--- config.mk ---
export PLATFORM = sky130hd
export DESIGN_NAME = ref_sample_buffer
export DESIGN_NICKNAME = d
export VERILOG_FILES = /design/src/rtl/ref_sample_buffer_pkg.sv /design/src/rtl/ref_scan_map.sv /design/src/rtl/ref_sample_buffer.sv
export SDC_FILE = /design/constraint.sdc
export NUM_CORES = 1
export LEC_CHECK = 0
export ABC_CLOCK_PERIOD_IN_PS = 6200
export BUFFER_PORTS_ARGS = -buffer_cell sky130_fd_sc_hd__buf_2
export CAP_MARGIN = 20
export CORE_AREA = 2 2 230 232
export CTS_CLUSTER_DIAMETER = 200
export DETAILED_ROUTE_END_ITERATION = 10
export DIE_AREA = 0 0 232 234
export PLACE_DENSITY = 0.76
export SLEW_MARGIN = 15
export SYNTH_ARGS = -nofsm -noshare
export SYNTH_HDL_FRONTEND = slang
export SYNTH_SLANG_ARGS = --single-unit
export TNS_END_PERCENT = 1
--- constraint.sdc ---
create_clock -name clk -period 6.2 [get_ports clk]
set_input_delay 0.62 -clock clk [delete_from_list [all_inputs] [get_ports clk]]
set_output_delay 0.62 -clock clk [all_outputs]
set_load 0.01 [all_outputs]
--- src/rtl/ref_sample_buffer_pkg.sv ---
// Shared definitions for the reference sample buffer: FSM state encoding,
// default geometry and the substitution value used when no neighbour exists.
package ref_sample_buffer_pkg;

    localparam int REF_LEN_DEF = 33;
    localparam int PIX_W_DEF   = 8;

    // Mid-grey for a given sample width.
    function automatic int dc_fill(input int w);
        return 1 << (w - 1);
    endfunction

    localparam int DC_FILL = dc_fill(PIX_W_DEF);

    typedef enum logic [2:0] {
        ST_IDLE,
        ST_LOAD_TOP,
        ST_LOAD_LEFT,
        ST_SCAN,
        ST_FILL,
        ST_READY
    } state_e;

endpackage

--- src/rtl/ref_scan_map.sv ---
// Maps a scan position k to an array side and index. Positions run from the
// bottom of the left column up to the corner, then along the top row.
module ref_scan_map #(
    parameter int REF_LEN = 33,
    parameter int KW      = $clog2(2 * REF_LEN - 1),
    parameter int IW      = $clog2(REF_LEN)
) (
    input  logic [KW-1:0] k_i,
    output logic          side_top_o,
    output logic [IW-1:0] idx_o
);

    localparam logic [KW-1:0] SPLIT = KW'(REF_LEN - 1);

    // Left column walked downwards-to-up (left[REF_LEN-1]..left[1]), then top[0..REF_LEN-1].
    always_comb begin
        if (k_i < SPLIT) begin
            side_top_o = 1'b0;
            idx_o      = IW'(SPLIT - k_i);
        end else begin
            side_top_o = 1'b1;
            idx_o      = IW'(k_i - SPLIT);
        end
    end

endmodule

--- src/rtl/ref_sample_buffer.sv ---
// Reference sample buffer: loads top and left neighbour rows, substitutes
// unavailable samples by propagating the nearest available one along the scan
// order, then serves single-cycle-latency reads.
module ref_sample_buffer
    import ref_sample_buffer_pkg::*;
#(
    parameter int REF_LEN = REF_LEN_DEF,
    parameter int PIX_W   = PIX_W_DEF
) (
    input  logic             clk,
    input  logic             rst_n,
    input  logic             load_start,
    input  logic             load_valid,
    input  logic [PIX_W-1:0] load_data,
    input  logic             load_avail,
    input  logic [7:0]       rd_addr,
    input  logic             en_top,
    input  logic             en_left,
    output logic [PIX_W-1:0] ref_pixel,
    output logic             ref_valid,
    output logic             ready,
    output logic             busy
);

    localparam int IW = $clog2(REF_LEN);
    localparam int KW = $clog2(2 * REF_LEN - 1);
    localparam logic [IW-1:0]    LAST_CNT = IW'(REF_LEN - 1);
    localparam logic [KW-1:0]    LAST_K   = KW'(2 * REF_LEN - 2);
    localparam logic [7:0]       RD_LAST  = 8'(REF_LEN - 1);
    localparam logic [PIX_W-1:0] DC_VAL   = PIX_W'(dc_fill(PIX_W));

    state_e             state_q;
    logic [IW-1:0]      cnt_q;
    logic [KW-1:0]      k_q;
    logic               found_q;
    logic [PIX_W-1:0]   fill_val_q;
    logic [REF_LEN-1:0] avail_top_q;
    logic [REF_LEN-1:0] avail_left_q;
    logic               ready_q;
    logic               busy_q;
    logic [PIX_W-1:0]   ref_pixel_q;
    logic               ref_valid_q;

    // Sample storage carries no reset; contents persist across reloads.
    logic [PIX_W-1:0]   top_q  [REF_LEN];
    logic [PIX_W-1:0]   left_q [REF_LEN];

    logic               map_top;
    logic [IW-1:0]      map_idx;
    logic               cur_avail;
    logic [PIX_W-1:0]   cur_sample;
    logic               top_we;
    logic               left_we;
    logic               corner_we;
    logic [IW-1:0]      wr_idx;
    logic [PIX_W-1:0]   wr_data;
    logic [IW-1:0]      rd_idx;

    // One mapper shared by SCAN and FILL, both driven from k_q.
    ref_scan_map #(
        .REF_LEN (REF_LEN),
        .KW      (KW),
        .IW      (IW)
    ) u_scan_map (
        .k_i        (k_q),
        .side_top_o (map_top),
        .idx_o      (map_idx)
    );

    assign cur_avail  = map_top ? avail_top_q[map_idx] : avail_left_q[map_idx];
    assign cur_sample = map_top ? top_q[map_idx] : left_q[map_idx];
    assign rd_idx     = (rd_addr > RD_LAST) ? LAST_CNT : rd_addr[IW-1:0];

    assign ref_pixel = ref_pixel_q;
    assign ref_valid = ref_valid_q;
    assign ready     = ready_q;
    assign busy      = busy_q;

    // Array write strobes: load beats, substitution writes, and the corner copy.
    always_comb begin
        top_we    = 1'b0;
        left_we   = 1'b0;
        corner_we = 1'b0;
        wr_idx    = cnt_q;
        wr_data   = load_data;
        case (state_q)
            ST_LOAD_TOP:  top_we  = load_valid;
            // Beat for left[0] is swallowed; the corner lives in top[0].
            ST_LOAD_LEFT: left_we = load_valid && (cnt_q != '0);
            ST_FILL: begin
                wr_idx    = map_idx;
                wr_data   = fill_val_q;
                top_we    = !cur_avail && map_top;
                left_we   = !cur_avail && !map_top;
                corner_we = (k_q == LAST_K);
            end
            default: ;
        endcase
    end

    // Sample arrays; the corner copy targets left[0], which FILL never visits.
    always_ff @(posedge clk) begin
        if (top_we)    top_q[wr_idx]  <= wr_data;
        if (left_we)   left_q[wr_idx] <= wr_data;
        if (corner_we) left_q[0]      <= top_q[0];
    end

    // Control FSM with registered ready/busy.
    always_ff @(posedge clk or negedge rst_n) begin
        if (!rst_n) begin
            state_q      <= ST_IDLE;
            cnt_q        <= '0;
            k_q          <= '0;
            found_q      <= 1'b0;
            fill_val_q   <= '0;
            avail_top_q  <= '0;
            avail_left_q <= '0;
            ready_q      <= 1'b0;
            busy_q       <= 1'b0;
        end else begin
            case (state_q)
                ST_IDLE, ST_READY: begin
                    if (load_start) begin
                        state_q <= ST_LOAD_TOP;
                        cnt_q   <= '0;
                        found_q <= 1'b0;
                        ready_q <= 1'b0;
                        busy_q  <= 1'b1;
                    end
                end
                ST_LOAD_TOP: begin
                    if (load_valid) begin
                        avail_top_q[cnt_q] <= load_avail;
                        if (cnt_q == LAST_CNT) begin
                            cnt_q   <= '0;
                            state_q <= ST_LOAD_LEFT;
                        end else begin
                            cnt_q <= cnt_q + 1'b1;
                        end
                    end
                end
                ST_LOAD_LEFT: begin
                    if (load_valid) begin
                        if (cnt_q != '0) avail_left_q[cnt_q] <= load_avail;
                        if (cnt_q == LAST_CNT) begin
                            cnt_q   <= '0;
                            k_q     <= '0;
                            state_q <= ST_SCAN;
                        end else begin
                            cnt_q <= cnt_q + 1'b1;
                        end
                    end
                end
                ST_SCAN: begin
                    if (cur_avail && !found_q) begin
                        fill_val_q <= cur_sample;
                        found_q    <= 1'b1;
                        k_q        <= '0;
                        state_q    <= ST_FILL;
                    end else if (k_q == LAST_K) begin
                        fill_val_q <= DC_VAL;
                        k_q        <= '0;
                        state_q    <= ST_FILL;
                    end else begin
                        k_q <= k_q + 1'b1;
                    end
                end
                ST_FILL: begin
                    // Available samples become the new propagation value.
                    if (cur_avail) fill_val_q <= cur_sample;
                    if (k_q == LAST_K) begin
                        k_q     <= '0;
                        state_q <= ST_READY;
                        ready_q <= 1'b1;
                        busy_q  <= 1'b0;
                    end else begin
                        k_q <= k_q + 1'b1;
                    end
                end
                default: state_q <= ST_IDLE;
            endcase
        end
    end

    // Read port: served only in READY, top wins when both enables are set.
    always_ff @(posedge clk or negedge rst_n) begin
        if (!rst_n) begin
            ref_pixel_q <= '0;
            ref_valid_q <= 1'b0;
        end else if ((state_q == ST_READY) && (en_top || en_left)) begin
            ref_pixel_q <= en_top ? top_q[rd_idx] : left_q[rd_idx];
            ref_valid_q <= 1'b1;
        end else begin
            ref_valid_q <= 1'b0;
        end
    end

endmodule
Word level (Yosys, flattened, before mapping). Memories as Yosys holds them, arrays and structs flattened. Cells that the tools add are included.

Add/sub/neg operators: 4. $lt $le $gt $ge: 5. Equal/unequal tests: 17. Muxes and demuxes: 59. Reductions and logical operators: 27.

Operators by type and width (count): $bwmux W33 (2); $mux W8 (7); $mux W6 (7); $mux W7 (4); $mux W3 (8); $pmux W7 S3 (1); $mux W1 (19); $reduce_and A3 Y1 (6); $ne A2 B2 Y1 const B (8); $pmux W8 S2 (1); $pmux W3 S5 (1); $lt A6 B7 Y1 const B (2); $bmux W1 S6 (2); $pmux W6 S2 (1); $pmux W1 S2 (5); $gt A8 B6 Y1 const B (1); $reduce_bool A2 Y1 (4); $reduce_or A8 Y1 (1); $add A7 B1 Y7 const B (1); $eq A7 B7 Y1 const B (1); $lt A7 B6 Y1 const B (1); $reduce_and A7 Y1 (1); $add A6 B1 Y6 const B (1); $demux W1 S6 (1); other kinds (17) (26).

Register bits after elaboration: 102. Memory bits (writable): 528. Bits of input ports: 23. Logic and storage cells: 125. Memories kept: 2.

Memory list: left_q (depth 33, width 8, read ports 2, clocked after memory_dff 0, write ports 1, RTL line ref_sample_buffer.sv:46) `logic [PIX_W-1:0] left_q [REF_LEN];`; top_q (depth 33, width 8, read ports 3, clocked after memory_dff 0, write ports 1, RTL line ref_sample_buffer.sv:45) `logic [PIX_W-1:0] top_q [REF_LEN];`.

Logic depth before layout (Yosys ltp). Gate-level depths: netlist (run 1).

Depth in word-level cells: 11. Depth in mapped cells: 18. Depth with buffers taken out: 11.

Modules after synthesis. From an unflattened synthesis (run 1), not the netlist that was laid out.

Cell total of the unflattened synthesis: 2139. Area total of the unflattened synthesis: 30919.7 sq um.

Modules (own cells, without submodules): ref_sample_buffer (instances 1, cells each 2118, area an instance 30767.0 sq um, seq. area each 18407.7 sq um); ref_scan_map (instances 1, cells each 21, area an instance 152.6 sq um, seq. area each 0.0 sq um).

Least setup slack after synthesis (run 1). OpenSTA, ideal clock, no wires.

Path type: register to register. From: register k_q[0]. To: memory left_q[0][0] (netlist name) (enable). Data arrival time: 4.635 ns. Slack: 1.181 ns. Cell stages (with the launch flop): 17. Clock period less this slack: 5.019 ns. Cell sequence: dfrtp_1 clkbuf_1 inv_1 buf_2 clkbuf_1 ha_1 or3b_1 clkbuf_2 and3_1 a211oi_1 a2111oi_0 or4_4 nor4_4 a21oi_1 nand2b_1 clkbuf_1 o21ai_0.

Cells in the longest elaborated chain, start to end: 11. Elaborated cells between the ends (all ways): 22. Classes of those cells: add/sub (2); order compare (1); eq/ne (1); mux (15); reduce/logical (3).

RTL lines: start: declaration (RTL line ref_sample_buffer.sv:34) `logic [KW-1:0] k_q;`; start signal: assignment (RTL line ref_sample_buffer.sv:165) `k_q <= k_q + 1'b1;`; start signal: assignment (RTL line ref_sample_buffer.sv:177) `k_q <= k_q + 1'b1;`; $sub A6 B6 Y6, or another cell as far along (RTL line ref_scan_map.sv:22) `idx_o = IW'(k_i - SPLIT);`; $mux W6 (RTL line ref_scan_map.sv:17) `if (k_i < SPLIT) begin`; $bmux W1 S6 (RTL line ref_sample_buffer.sv:70) `assign cur_avail = map_top ? avail_top_q[map_idx] : avail_left_q[map_idx];`; $mux W1 (not written as such) (RTL line ref_sample_buffer.sv:70); $mux W1 (RTL line ref_sample_buffer.sv:70); $logic_not A1 Y1 (RTL line ref_sample_buffer.sv:94) `left_we = !cur_avail && !map_top;`; $logic_and A1 B1 Y1 (RTL line ref_sample_buffer.sv:94); $pmux W1 S2 (RTL line ref_sample_buffer.sv:86) `case (state_q)`; $mux W1 (RTL line ref_sample_buffer.sv:104) `if (left_we) left_q[wr_idx] <= wr_data;`; $mux W1 (not written as such) (RTL line ref_sample_buffer.sv:104); $mux W1 (no line); end: declaration (RTL line ref_sample_buffer.sv:46).

Several ways; a longest one is shown, not always the timed one. The select of a mux whose other input is x is not followed.

Worst setup path after layout (run 1).
From: register k_q[1]. To: memory left_q[23][1] (netlist name) (enable).

The elaborated chain is that of the path after synthesis.

==> results of run 1 <==
through the flow:
stage	cells	hold slack (ns)
global route	2893	0.0750
detailed placement	2769	0.491
finish	2897	0.0336
CTS	2889	0.0583
global placement	2769	0.483
floorplan	2162	0.324
cell families (layout without fill, tap and decap cells):
| kind of cell | after synthesis | after routing | synth area share [%] |
|---|---|---|---|
| other | 0 | 4 | 0 |
| AOI/OAI and AO/OA | 389 | 389 | 8.64 |
| and+or+nand+nor | 570 | 570 | 8.03 |
| buffers and inverters | 183 | 226 | 2.39 |
| muxes | 385 | 385 | 21.1 |
| DFF | 630 | 630 | 59.6 |
| xor gates and xnor gates | 1 | 1 | 0.0284 |
| adders and majority gates | 4 | 4 | 0.162 |
layer usage:
metal / part of all wire (%) / GRT usage, % / vias up
met2: 45 / 53.0 / 1942
met3: 14 / 11.1 / 356
li1: - / - / 8583
met4: 5.4 / 16.7 / 2
met5: 0.014 / 0 / -
met1: 36 / 48.6 / 10654
cell type report:
cell class / count / share of cell area [%]
flip-flops and latches: 630 / 54.2
multi-input cells: 1349 / 34.9
clock buffers: 79 / 5.12
well taps: 688 / 2.53
repair buffers: 87 / 1.83
clock inverters: 41 / 1.24
inverters: 19 / 0.210
diodes: 4 / 0.0295
how the worst min path moves through the flow:
| stage | from | end | slack (ns) | cells after the start |
|---|---|---|---|---|
| global placement | avail_top_q[9] | avail_top_q[9] | 0.48 | 1 |
| floorplan | rst_n | avail_left_q[0] | 0.32 | 0 |
| finish | rst_n | avail_left_q[32] | 0.03 | 1 |
| global route | rst_n | avail_left_q[32] | 0.08 | 1 |
| CTS | rst_n | avail_left_q[32] | 0.06 | 1 |
| detailed placement | fill_val_q[0] | fill_val_q[0] | 0.49 | 1 |
cells in the mapped netlist (9+ instances only):
master / number / area [um2]
clkbuf_1: 106 / 398
a22o_1: 9 / 78.8
mux2i_1: 71 / 711
and2_1: 11 / 68.8
dfrtp_1: 102 / 2550
and3_1: 16 / 100
mux4_2: 202 / 4550
mux2_2: 112 / 1260
a221oi_1: 21 / 184
a21oi_1: 73 / 365
buf_2: 29 / 145
o211ai_1: 19 / 143
nor2b_1: 13 / 81.3
nor3_1: 25 / 125
o22ai_1: 30 / 188
nand2_1: 297 / 1110
buf_1: 25 / 93.8
edfxtp_1: 528 / 15900
o21ai_0: 75 / 375
o221ai_1: 31 / 272
a211oi_1: 55 / 413
inv_1: 19 / 71.3
a31oi_1: 14 / 87.6
nor2_1: 117 / 439
nand2b_1: 17 / 106
nand3_1: 46 / 230
power groups by stage:
stage / sequential [uW] / clock, uW / combinational [uW]
4_1_cts: 4590 / 4000 / 320
6_report: 4590 / 4000 / 337
5_1_grt: 4590 / 4170 / 347
3_3_place_gp: 4680 / 0 / 313
2_1_floorplan: 4680 / 0 / 176
3_5_place_dp: 4680 / 0 / 318
registers in the layout, summed over array words and instances (netlist names):
| name | cells |
|---|---|
| ref_valid | 1 |
| avail_top_q | 33 |
| state_q | 3 |
| cnt_q | 6 |
| k_q | 7 |
| avail_left_q | 33 |
| fill_val_q | 8 |
| left_q | 264 |
| ready | 1 |
| busy | 1 |
| top_q | 264 |
| ref_pixel | 8 |
| found_q | 1 |
worst max-delay path, stage by stage, from the launching register on:
cell	delay [ns]
dfrtp_1	0.52
inv_1	0.08
ha_1	0.34
or3b_1	0.58
nand2_8	0.40
mux2i_1	0.24
a2111oi_0	0.11
or4_4	0.57
nor4_4	0.34
a21oi_1	0.38
nand2b_1	0.46
nor2_1	0.71
cells in the final DEF, fill, tap and decap left out, types with 66 or more instances in the layout:
| master | n |
|---|---|
| mux2_2 | 112 |
| o21ai_0 | 74 |
| edfxtp_1 | 528 |
| dfrtp_1 | 101 |
| clkbuf_16 | 66 |
| nor2_1 | 115 |
| mux2i_1 | 71 |
| mux4_2 | 202 |
| a21oi_1 | 73 |
| nand2_1 | 290 |
==> results.py, run 1 <==
metrics = {
    "run_status": {
        "outcome": "finished, final reports clean",
    },
    "yosys": {
        "synth_edf_count": 528,
        "syn-mean-instance-area_um2": 14.3,
        "ys_types": 68,
        "synth_area_um2": 30900,
        "synthArstFlopShare_pct": 16.2,
        "yosys_warnings": 0,
        "syn_inst": 2162,
        "yosysSeqAreaShare_pct": 59.6,
        "ys_seq_elements": 630,
        "synth_nets": 2189,
        "synth_ff_type": "edfxtp_1",
    },
    "grt": {
        "grtUsageTotal_pct": 35.7,
        "gr-total-overflow": 0,
        "grt_pass1_vias": 20616,
        "antenna_found_initial": 3,
        "grt_max_degree": 80,
        "grt_pass1_wl_mm": 139,
    },
    "layout": {
        "syn_to_final_growth_pct": 10.1,
        "fin_util_pct": 65.3,
        "fillers": 3609,
        "layout.nets": 2180,
        "ff_latch_area_um2": 18400,
        "final_cell_area_um2": 34000,
        "drive_gt1_share_pct": 24.3,
        "multi_input_area_um2": 11800,
    },
    "cts": {
        "path_clk_slew_ns": 0.06,
        "clock_sinks": 630,
        "post_cts_buffers": 0,
        "numCtsBuffers": 66,
        "root_buffer": "clkbuf_16",
        "cts_tree": "built",
        "htree_levels": 3,
        "hold_buffers": 0,
        "clock_latency_ns": 0.63,
        "cts_resized": 0,
        "clockBufferDepth": 3,
    },
    "setup_path": {
        "regToRegEndpoint": "left_q[23][1]",
        "rrSetupSlack_ns": 1.09,
        "cp_max_fo": 48,
        "rr_startpoint": "k_q[1]",
        "endpoint": "left_q[23][1]",
        "arrival_ns": 5.35,
        "setup.worst_path.start": "k_q[1]",
        "path_class": "flop to flop",
        "required_ns": 6.44,
        "endpoint_kind": "flop",
        "reg2reg_depth": 11,
        "startpoint_type": "flop",
    },
    "job": {
        "drv_cap": 0,
    },
    "power_and_ir_drop": {
        "p_leak_uw": 0.0116,
        "p_int_uw": 6970,
        "p_clk_share_pct": 44.8,
        "swShare_pct": 22.0,
        "ir_worst_vdd_v": 0.000237,
        "power_density_nw_per_um2": 263,
        "power_uw": 8930,
        "seq_power_share_pct": 51.4,
        "power.switching_uw": 1960,
        "comb_power_share_pct": 3.8,
    },
    "floorplanning": {
        "core_um2": 52000,
        "rows": 84,
        "die_w_um": 232,
        "start_util_pct": 59.3,
        "die_area_um2": 54300,
        "fp.dieH_um": 234,
        "ios": 34,
    },
    "sta": {
        "post-route-period-util_pct": 82.4,
        "setup_violations": 0,
        "rsz0062_at_grt": "false",
        "fin_skew_ns": 0.0305,
        "fin_crit_ns": 5.11,
        "fin_ws_ns": 1.09,
        "worstMarginPinSlew_ns": 1.10,
        "relSlewSlack_pct": 26.7,
        "tns_ns": 0,
        "fmax_mhz": 196,
        "hold_viol_final": 0,
        "drv_slew": 0,
    },
    "routing": {
        "drcViolationCount": 0,
        "routed_wl_mm": 95.7,
        "avgRoutedWirePerCell_um": 33.0,
        "via_per_inst": 7.43,
        "vias": 21537,
        "drt_iter0_drc": 3529,
        "first_pass_iters": 6,
        "antenna_left": 0,
    },
    "placed_design": {
        "dp_slack_ns": 1.18,
        "place_area_um2": 31700,
        "dp_hpwl_mm": 61.5,
        "gp_congestion": 0.999,
        "io_buffer_count": 33,
    },
    "worst_hold_path": {
        "hold_class": "primary input to asynchronous set/reset pin",
    },
}
No activity file was read; power rests on OpenSTA's default activity.
==> run 2: changes to the inputs <==
ABC_CLOCK_PERIOD_IN_PS = 4100   (was 6200)
CORE_AREA = 2 2 236 238   (was 2 2 230 232)
DIE_AREA = 0 0 238 240   (was 0 0 232 234)
PLACE_DENSITY = 0.75   (was 0.76)
clock period = 4.1 ns   (was 6.2 ns; I/O delays follow)
==> results.py, run 2 (synthesized netlist as in run 1, its figures left out) <==
metrics = {
    "layout": {
        "fin_util_pct": 63.9,
        "layout.nets": 2243,
        "syn_to_final_growth_pct": 13.1,
        "most-common-layout-cells": "edfxtp_1 (528), nand2_1 (294), mux4_2 (202), mux2_2 (112), buf_4 (106)",
        "fillers": 3858,
        "top_regs": "left_q: 264 flops, top_q: 264 flops",
        "fin_cells": 2976,
        "layout_commonest_cell": "edfxtp_1",
        "drive_gt1_share_pct": 28.3,
    },
    "setup_path": {
        "required_ns": 4.32,
        "regToRegEndpoint": "top_q[17][5]",
        "path_class": "flop to flop",
        "endpoint_kind": "flop",
        "startpoint_type": "flop",
        "arrival_ns": 4.50,
        "reg2reg_depth": 13,
        "rr_startpoint": "k_q[0]",
        "cp_max_fo": 8,
        "rrSetupSlack_ns": -0.19,
    },
    "cts": {
        "path_clk_slew_ns": 0.06,
        "cts_tree": "built",
        "clock_latency_ns": 0.62,
        "numCtsBuffers": 66,
        "root_buffer": "clkbuf_16",
        "clock_sinks": 630,
        "clockBufferDepth": 3,
        "htree_levels": 3,
        "post_cts_buffers": 0,
    },
    "floorplanning": {
        "fp.dieH_um": 240,
        "core_um2": 54700,
        "start_util_pct": 56.5,
        "die_area_um2": 57100,
        "rows": 86,
        "die_w_um": 238,
        "ios": 34,
    },
    "worst_hold_path": {
        "min_from": "load_start",
        "hold_depth": 3,
        "hold_class": "primary input to flop",
        "min_to": "state_q[2]",
    },
    "grt": {
        "grtUsageTotal_pct": 33.8,
        "grt_pass1_vias": 21147,
        "grt_pass1_wl_mm": 140,
        "antenna_found_initial": 4,
        "gr-total-overflow": 0,
        "grt_max_degree": 117,
    },
    "sta": {
        "relSlewSlack_pct": 27.2,
        "hold_viol_final": 0,
        "rsz0062_at_grt": "true",
        "post-route-period-util_pct": 105,
        "worstMarginPinSlew_ns": 1.09,
        "fin_crit_ns": 4.29,
        "fin_skew_ns": 0.0331,
        "tns_ns": -9.68,
        "fmax_mhz": 233,
        "setup_violations": 102,
        "drv_slew": 0,
        "fin_ws_ns": -0.189,
    },
    "job": {
        "drv_cap": 0,
    },
    "routing": {
        "via_per_inst": 7.28,
        "avgRoutedWirePerCell_um": 32.1,
        "drcViolationCount": 0,
        "vias": 21671,
        "first_pass_iters": 7,
        "routed_wl_mm": 95.5,
        "drt_iter0_drc": 3417,
        "antenna_left": 0,
    },
    "placed_design": {
        "dp_hpwl_mm": 63.2,
        "io_buffer_count": 33,
        "dp_cells": 2851,
        "gp_congestion": 0.968,
    },
    "power_and_ir_drop": {
        "ir_worst_vdd_v": 0.000322,
        "power_density_nw_per_um2": 393,
        "p_leak_uw": 0.0120,
    },
    "run_status": {
        "outcome": "complete, but fails checks",
        "violations": "setup timing",
    },
}
[run 2: layout make-up]
type                    instances  area [um2]  area share, %
multi-input cells            1349       12100           34.8
repair buffers                150        1160           3.33
clock buffers                  78        1740           4.98
well taps                     704         881           2.52
flip-flops and latches        630       18400           52.7
clock inverters                42         498           1.43
diodes                          4        10.0         0.0287
inverters                      19        71.3          0.204
[run 2: worst max path at each step]
stage | start | end | slack, ns | cells after the start
final | k_q[0] | top_q[17][5] | -0.19 | 13
after CTS | k_q[0] | top_q[16][5] | 0.02 | 13
after global routing | k_q[0] | top_q[17][1] | -0.29 | 13
after detailed placement | k_q[0] | left_q[1][2] | -0.005 | 12
after floorplan | k_q[0] | left_q[0][0] | 0.02 | 16
after global placement | k_q[0] | left_q[31][5] | 0.05 | 12
[run 2: report_power, final]
group          switching, uW  internal (uW)  total (uW)
clock                   2570           3690        6250
combinational            372            150         522
sequential              1.53           6940        6940
[run 2: worst max-delay path: stages, from the launching register on]
cell,delay [ns]
dfrtp_4,0.41
inv_2,0.05
ha_4,0.25
or3b_1,0.36
buf_4,0.19
and3_1,0.18
a211oi_1,0.30
o41a_1,0.22
nand4_1,0.11
a31oi_2,0.31
a21boi_1,0.17
buf_4,0.22
nand2b_1,0.33
nor2_1,0.80
[run 2: timing repair]
action	in CTS	in global routing
hold buffers	1	0
gates resized for setup	2	20
pin swaps	2	3
cloned	0	0
hold endpoints to repair	21	0
endpoints found under the setup margin	61	466
[run 2: stage by stage]
| stage | hold slack, ns | total power [uW] | instance area (um2) | setup WS (ns) |
|---|---|---|---|---|
| floorplan | 0.114 | 7350 | 31200 | 0.0204 |
| global placement | 0.486 | 7570 | 32600 | 0.0532 |
| detailed placement | 0.486 | 7580 | 32600 | -0.00461 |
| CTS | 0.154 | 13700 | 34900 | 0.0192 |
| global route | 0.188 | 14000 | 34900 | -0.294 |
| finish | 0.179 | 13700 | 34900 | -0.189 |
[run 2: routing by layer]
| layer | wire (um) | track usage (%) | up-vias | part of all wire [%] |
|---|---|---|---|---|
| li1 | - | - | 8709 | - |
| met1 | 34800 | 46.3 | 10784 | 36 |
| met2 | 42500 | 50.5 | 1871 | 44 |
| met3 | 13500 | 9.35 | 305 | 14 |
| met4 | 4790 | 15.9 | 2 | 5.0 |
| met5 | 13 | 0 | - | 0.014 |
